### src/rtl/comb_lock_pkg.sv
// Shared definitions for the combination lock and its button-press sender.
// State encoding, the default code word, and a small sizing helper.
package comb_lock_pkg;

  typedef enum logic [2:0] {
    ST_IDLE  = 3'd0,
    ST_PULSE = 3'd1,
    ST_GAP   = 3'd2,
    ST_WAIT  = 3'd3,
    ST_DONE  = 3'd4
  } state_t;

  localparam logic [4:0]  DEFAULT_CODE = 5'b01011;
  localparam int unsigned DEFAULT_LEN  = 5;

  function automatic int unsigned max3(input int unsigned a, input int unsigned b,
                                       input int unsigned c);
    int unsigned m;
    m = (a > b) ? a : b;
    return (m > c) ? m : c;
  endfunction

endpackage

### src/rtl/combination_sender_press_timer.sv
// Loadable down-counter with a registered zero flag; times press, gap and
// unlock-watch durations for combination_sender.
module press_timer #(
  parameter int unsigned W = 2
) (
  input  logic         clk,
  input  logic         rst_n,
  input  logic         i_load,
  input  logic [W-1:0] i_load_val,
  output logic         o_zero
);

  logic [W-1:0] r_count;
  logic         r_zero;

  // Count down to zero; the flag is registered so it lines up with the count.
  always_ff @(posedge clk or negedge rst_n) begin
    if (!rst_n) begin
      r_count <= '0;
      r_zero  <= 1'b1;
    end else if (i_load) begin
      r_count <= i_load_val;
      r_zero  <= (i_load_val == '0);
    end else if (r_count != '0) begin
      r_count <= r_count - W'(1);
      r_zero  <= (r_count == W'(1));
    end else begin
      r_zero  <= 1'b1;
    end
  end

  assign o_zero = r_zero;

endmodule

### src/rtl/combination_sender.sv
// Plays a latched code word MSB-first onto the lock's zero/one buttons as
// timed, exclusive pulses, then watches the unlocked line and reports pass/fail.
module combination_sender
  import comb_lock_pkg::*;
#(
  parameter int unsigned MAX_LEN      = 8,
  parameter int unsigned PULSE_CYCLES = 2,
  parameter int unsigned GAP_CYCLES   = 2,
  parameter int unsigned TIMEOUT      = 4
) (
  input  logic                           clk,
  input  logic                           rst_n,
  input  logic                           start,
  input  logic                           abort,
  input  logic [$clog2(MAX_LEN+1)-1:0]   code_len,
  input  logic [MAX_LEN-1:0]             code_bits,
  input  logic                           unlocked,
  output logic                           zero,
  output logic                           one,
  output logic                           busy,
  output logic                           done,
  output logic                           pass,
  output logic                           err,
  output logic [2:0]                     state
);

  localparam int unsigned LW = $clog2(MAX_LEN + 1);
  localparam int unsigned TW = $clog2(max3(PULSE_CYCLES, GAP_CYCLES, TIMEOUT) + 1);
  localparam logic [TW-1:0] PULSE_LD = TW'(PULSE_CYCLES - 1);
  localparam logic [TW-1:0] GAP_LD   = TW'(GAP_CYCLES - 1);
  localparam logic [TW-1:0] WAIT_LD  = TW'(TIMEOUT - 1);

  state_t             r_state;
  logic               r_zero, r_one, r_busy, r_done, r_pass, r_err;
  logic [MAX_LEN-1:0] r_shift;
  logic [LW-1:0]      r_left;

  logic               w_len_ok;
  logic               w_tmr_zero;
  logic               w_load;
  logic [TW-1:0]      w_load_val;
  logic [MAX_LEN-1:0] w_aligned;
  logic [MAX_LEN-1:0] w_shift_next;

  // Left-align the code so the bit to send is always the shift register MSB.
  assign w_len_ok     = (code_len != '0) && (code_len <= LW'(MAX_LEN));
  assign w_aligned    = code_bits << (LW'(MAX_LEN) - code_len);
  assign w_shift_next = {r_shift[MAX_LEN-2:0], 1'b0};

  // Timer reload on every phase entry, in step with the state register.
  always_comb begin
    w_load     = 1'b0;
    w_load_val = PULSE_LD;
    case (r_state)
      ST_IDLE: begin
        w_load     = start && w_len_ok;
        w_load_val = PULSE_LD;
      end
      ST_PULSE: begin
        w_load     = w_tmr_zero;
        w_load_val = GAP_LD;
      end
      ST_GAP: begin
        w_load = w_tmr_zero;
        if (r_left > LW'(1)) begin
          w_load_val = PULSE_LD;
        end else begin
          w_load_val = WAIT_LD;
        end
      end
      default: begin
        w_load     = 1'b0;
        w_load_val = PULSE_LD;
      end
    endcase
  end

  press_timer #(.W(TW)) u_timer (
    .clk        (clk),
    .rst_n      (rst_n),
    .i_load     (w_load),
    .i_load_val (w_load_val),
    .o_zero     (w_tmr_zero)
  );

  // Sequencer: state, registered button lines and status strobes.
  always_ff @(posedge clk or negedge rst_n) begin
    if (!rst_n) begin
      r_state <= ST_IDLE;
      r_zero  <= 1'b0;
      r_one   <= 1'b0;
      r_busy  <= 1'b0;
      r_done  <= 1'b0;
      r_pass  <= 1'b0;
      r_err   <= 1'b0;
      r_shift <= '0;
      r_left  <= '0;
    end else begin
      r_done <= 1'b0;
      r_err  <= 1'b0;
      if (abort && (r_state != ST_IDLE)) begin
        r_state <= ST_IDLE;
        r_zero  <= 1'b0;
        r_one   <= 1'b0;
        r_busy  <= 1'b0;
      end else begin
        case (r_state)
          ST_IDLE: begin
            if (start && w_len_ok) begin
              r_state <= ST_PULSE;
              r_shift <= w_aligned;
              r_left  <= code_len;
              r_pass  <= 1'b0;
              r_busy  <= 1'b1;
              r_one   <= w_aligned[MAX_LEN-1];
              r_zero  <= ~w_aligned[MAX_LEN-1];
            end else if (start) begin
              r_err <= 1'b1;
            end
          end
          ST_PULSE: begin
            if (w_tmr_zero) begin
              r_state <= ST_GAP;
              r_zero  <= 1'b0;
              r_one   <= 1'b0;
            end
          end
          ST_GAP: begin
            if (w_tmr_zero && (r_left > LW'(1))) begin
              r_state <= ST_PULSE;
              r_left  <= r_left - LW'(1);
              r_shift <= w_shift_next;
              r_one   <= w_shift_next[MAX_LEN-1];
              r_zero  <= ~w_shift_next[MAX_LEN-1];
            end else if (w_tmr_zero) begin
              r_state <= ST_WAIT;
            end
          end
          ST_WAIT: begin
            if (unlocked) begin
              r_state <= ST_DONE;
              r_pass  <= 1'b1;
              r_done  <= 1'b1;
            end else if (w_tmr_zero) begin
              r_state <= ST_DONE;
              r_done  <= 1'b1;
            end
          end
          ST_DONE: begin
            r_state <= ST_IDLE;
            r_busy  <= 1'b0;
          end
          default: begin
            r_state <= ST_IDLE;
            r_zero  <= 1'b0;
            r_one   <= 1'b0;
            r_busy  <= 1'b0;
          end
        endcase
      end
    end
  end

  assign zero  = r_zero;
  assign one   = r_one;
  assign busy  = r_busy;
  assign done  = r_done;
  assign pass  = r_pass;
  assign err   = r_err;
  assign state = r_state;

endmodule

### config.mk
export PLATFORM = sky130hd
export DESIGN_NAME = combination_sender
export DESIGN_NICKNAME = d
export VERILOG_FILES = /design/src/rtl/comb_lock_pkg.sv /design/src/rtl/combination_sender_press_timer.sv /design/src/rtl/combination_sender.sv
export SDC_FILE = /design/constraint.sdc
export NUM_CORES = 1
export LEC_CHECK = 0
export ABC_CLOCK_PERIOD_IN_PS = 3250
export CAP_MARGIN = 20
export CORE_UTILIZATION = 57
export CTS_CLUSTER_DIAMETER = 100
export DETAILED_ROUTE_END_ITERATION = 8
export PLACE_DENSITY_LB_ADDON = 0.3
export REMOVE_ABC_BUFFERS = 1
export SYNTH_ARGS = -nofsm -noshare
export SYNTH_HDL_FRONTEND = slang
export SYNTH_SLANG_ARGS = --single-unit
### constraint.sdc
create_clock -name clk -period 3.25 [get_ports clk]
set_input_delay 0.8125 -clock clk [delete_from_list [all_inputs] [get_ports clk]]
set_output_delay 0.8125 -clock clk [all_outputs]
set_load 0.1 [all_outputs]
==> summary.txt <==
Critical path
  • CP Max Fanout: 7
  • Critical path class: in2reg
  • Setup crit end kind: flip-flop
  • CP required: 3.52 ns
  • Critical Path Source Type: primary input
  • Critical R2R Launch: state[1]
  • Crit path DAT: 2.99 ns
  • Critical Path Start: code_len[1]

Layout
  • Commonest non-fill, non-tap cells in the layout: dfrtp_1 (23), nor2_1 (19), clkdlybuf4s50_1 (16)
  • Total Nets Final: 229
  • N_diodes: 0
  • Layout cells sized above 1: 0.132
  • Commonest non-fill, non-tap cell in the layout: dfrtp_1
  • Area Overhead vs Synth: 20.1%
  • Cell area after layout: 1920 um^2

CTS
  • Clk_lat worst skew: 0.32 ns
  • CTS Sinks: 24
  • Clock-pin transition on the worst setup and hold timing paths: 0.13 ns
  • H-Tree Depth: 1
  • Post-CTS setup buffers: 0
  • Longest Clk Path Bufs: 2
  • Count of hold-fix buffers inserted at cts: 0
  • CTS tree: yes
  • Post-CTS Resized: 0
  • Clock Tree Root: clkbuf_4
  • CTS Buf Count: 3

Timing
  • Final-report hold violation count: 0
  • RSZ-0062 raised after global routing: false
  • Min cycle time layout: 2.72 ns
  • Final Skew: 0.00515 ns
  • FMAX: 0.367 GHz
  • Ratio of final minimum period to clock period: 0.838
  • Relative slew slack: 0.637
  • Setup TNS: 0 ns
  • Final setup fails: 0
  • Slew Viols, Final: 0
  • Measured slew at the worst slew-check pin: 0.540 ns

Flow run
  • MaxCap Viol Count: 0

Detailed routing
  • Total Wirelength: 3420 um
  • Remaining DRCs: 0
  • DR pass1 iterations: 4
  • Initial drt markers: 24
  • Via/cell ratio: 6.06
  • Final ANT Viol Nets: 0
  • Vias after detailed routing: 1425
  • Wire per inst: 14.5 um

Synthesis
  • Compound-cell area share of the yosys netlist: 0.193
  • Number of flops mapped to enable cells by yosys: 0
  • Yosys Warn Count: 0
  • Primary FF master, synth: dfrtp_1
  • Largest family of logic cells by synthesized area: simple AND/OR/NAND/NOR gates
  • Synth Area in Simple Gates: 0.208
  • Post-Synth XOR/XNOR Area: 0.0274
  • Cells after Synth: 179
  • Post-Synthesis Cell Area: 1600 um^2
  • Fraction of registers with async set/reset: 1.00
  • Post-synth cell types: 46
  • Mean Syn Cell Area: 8.93 um^2
  • Synth Area in Adders: 0.0470
  • Flop and latch count out of synthesis: 24
  • Multiplexer area fraction after synthesis: 0.0987
  • Sequential area share after synthesis: 0.377

Die
  • Die Y: 54.9 um
  • Row Count: 18
  • Die area: 3020 um^2
  • Io pins: 26
  • Die width: 54.9 um
  • Core Region: 2570 um^2
  • Initial Utilization: 0.622

Global routing
  • GRT overflow: 0
  • Largest net degree at the start of global routing: 25
  • Vias in the first global route: 1392
  • Gr usage total: 0.263
  • Initial antenna violation count: 0
  • First-pass GRT wire length: 5670 um

Placed design
  • Cell Area, Placed: 1870 um^2
  • GPL Wtd Cong: 0.938
  • DP HPWL: 2700 um
  • PortBufs: 25

Outcome
  • Status: finished, final reports clean

Pwr
  • Max VDD drop: 0.676 mV
  • P per Cell Area: 795 nW/um^2
  • Leak: 0.844 nW

Min path
  • HP Class: reg2reg
  • Hold Path Origin: u_timer.r_count[2]
## cells by family after synthesis
family,Yosys count
mux,13
simple gates,65
xor+xnor,5
fa+ha+maj,6
buf+inv,19
compound gates,47
flops,24
## layout make-up
type / instances / area, um^2
Sequential cell: 24 / 602
Clock buffer: 3 / 22.5
Tap cell: 30 / 37.5
Clock inverter: 1 / 30.0
Multi-Input combinational cell: 136 / 917
Inverter: 10 / 37.5
Timing Repair Buffer: 31 / 273
Fill cell: 196 / 648
## routing by layer
metal / vias to the layer above / global-route usage / routed length [um]
met1: 692 / 0.282 / 1450
met2: 31 / 0.502 / 1820
li1: 697 / - / -
met5: - / 0 / 0
met4: 0 / 0.104 / 33
met3: 5 / 0.0464 / 112
## report_power, final
| group | switching [mW] | leakage (nW) | internal [mW] |
|---|---|---|---|
| sequential | 0.108 | 0.296 | 0.419 |
| clock | 0.0909 | 0.0279 | 0.125 |
| combinational | 0.510 | 0.519 | 0.273 |
## synth_stat cells (2+ instances only)
library cell  number  area, um^2
o22ai_1            3        18.8
o21ai_0           11        55.1
inv_1             10        37.5
xor2_1             3        26.3
and4b_1            2        20.0
xnor2_1            2        17.5
dfrtp_1           23         576
clkbuf_1           5        18.8
nor3_1             5        25.0
o211ai_1           4        30.0
mux2_2             2        22.5
nand2_1           12        45.0
buf_2              3        15.0
nand2b_1           7        43.8
mux2i_1            9        90.1
nor2b_1            5        31.3
nor2_1            19        71.3
a32oi_1            2        17.5
nand3_1            4        20.0
ha_1               6        75.1
a31oi_1            3        18.8
and3_1             2        12.5
a22oi_1            5        37.5
a21oi_1           10        50.1
## worst max-delay path: stages
cell and delay (ns):
clkdlybuf4s50_1 0.51, inv_1 0.06, ha_1 0.22, xnor2_1 0.46
a2111oi_0 0.15, a2111oi_1 0.50, a32oi_1 0.17, nand2_1 0.10
## path summary, 6_finish.rpt
| path | end | slack [ns] | cells after the start |
|---|---|---|---|
| worst min-delay path | u_timer.o_zero | 0.48 | 1 |
| max in group asynchronous | u_timer.o_zero | 2.14 | 2 |
| worst min register to register | u_timer.o_zero | 0.48 | 1 |
| min in group asynchronous | u_timer.r_count[0] | 0.83 | 2 |
| worst max-delay path | one | 0.53 | 8 |
| worst max register to register | r_shift[2] | 1.23 | 6 |
## sequential cells by signal, indices dropped and copies added (netlist names)
name,count
err,1
done,1
u_timer.r_count,3
zero,1
state,3
r_left,4
busy,1
pass,1
one,1
u_timer.o_zero,1
r_shift,7
## metrics by stage
stage	setup slack, ns	power [mW]	hold slack [ns]	std cells	util
2_1_floorplan	0.561	1.10	0.421	170	-
3_3_place_gp	0.253	1.28	0.443	231	0.727
3_5_place_dp	0.206	1.32	0.462	231	0.727
4_1_cts	0.523	1.53	0.480	235	0.748
5_1_grt	0.329	1.64	0.492	235	0.748
6_report	0.525	1.53	0.475	235	0.748
No activity file was read; power rests on OpenSTA's default activity.
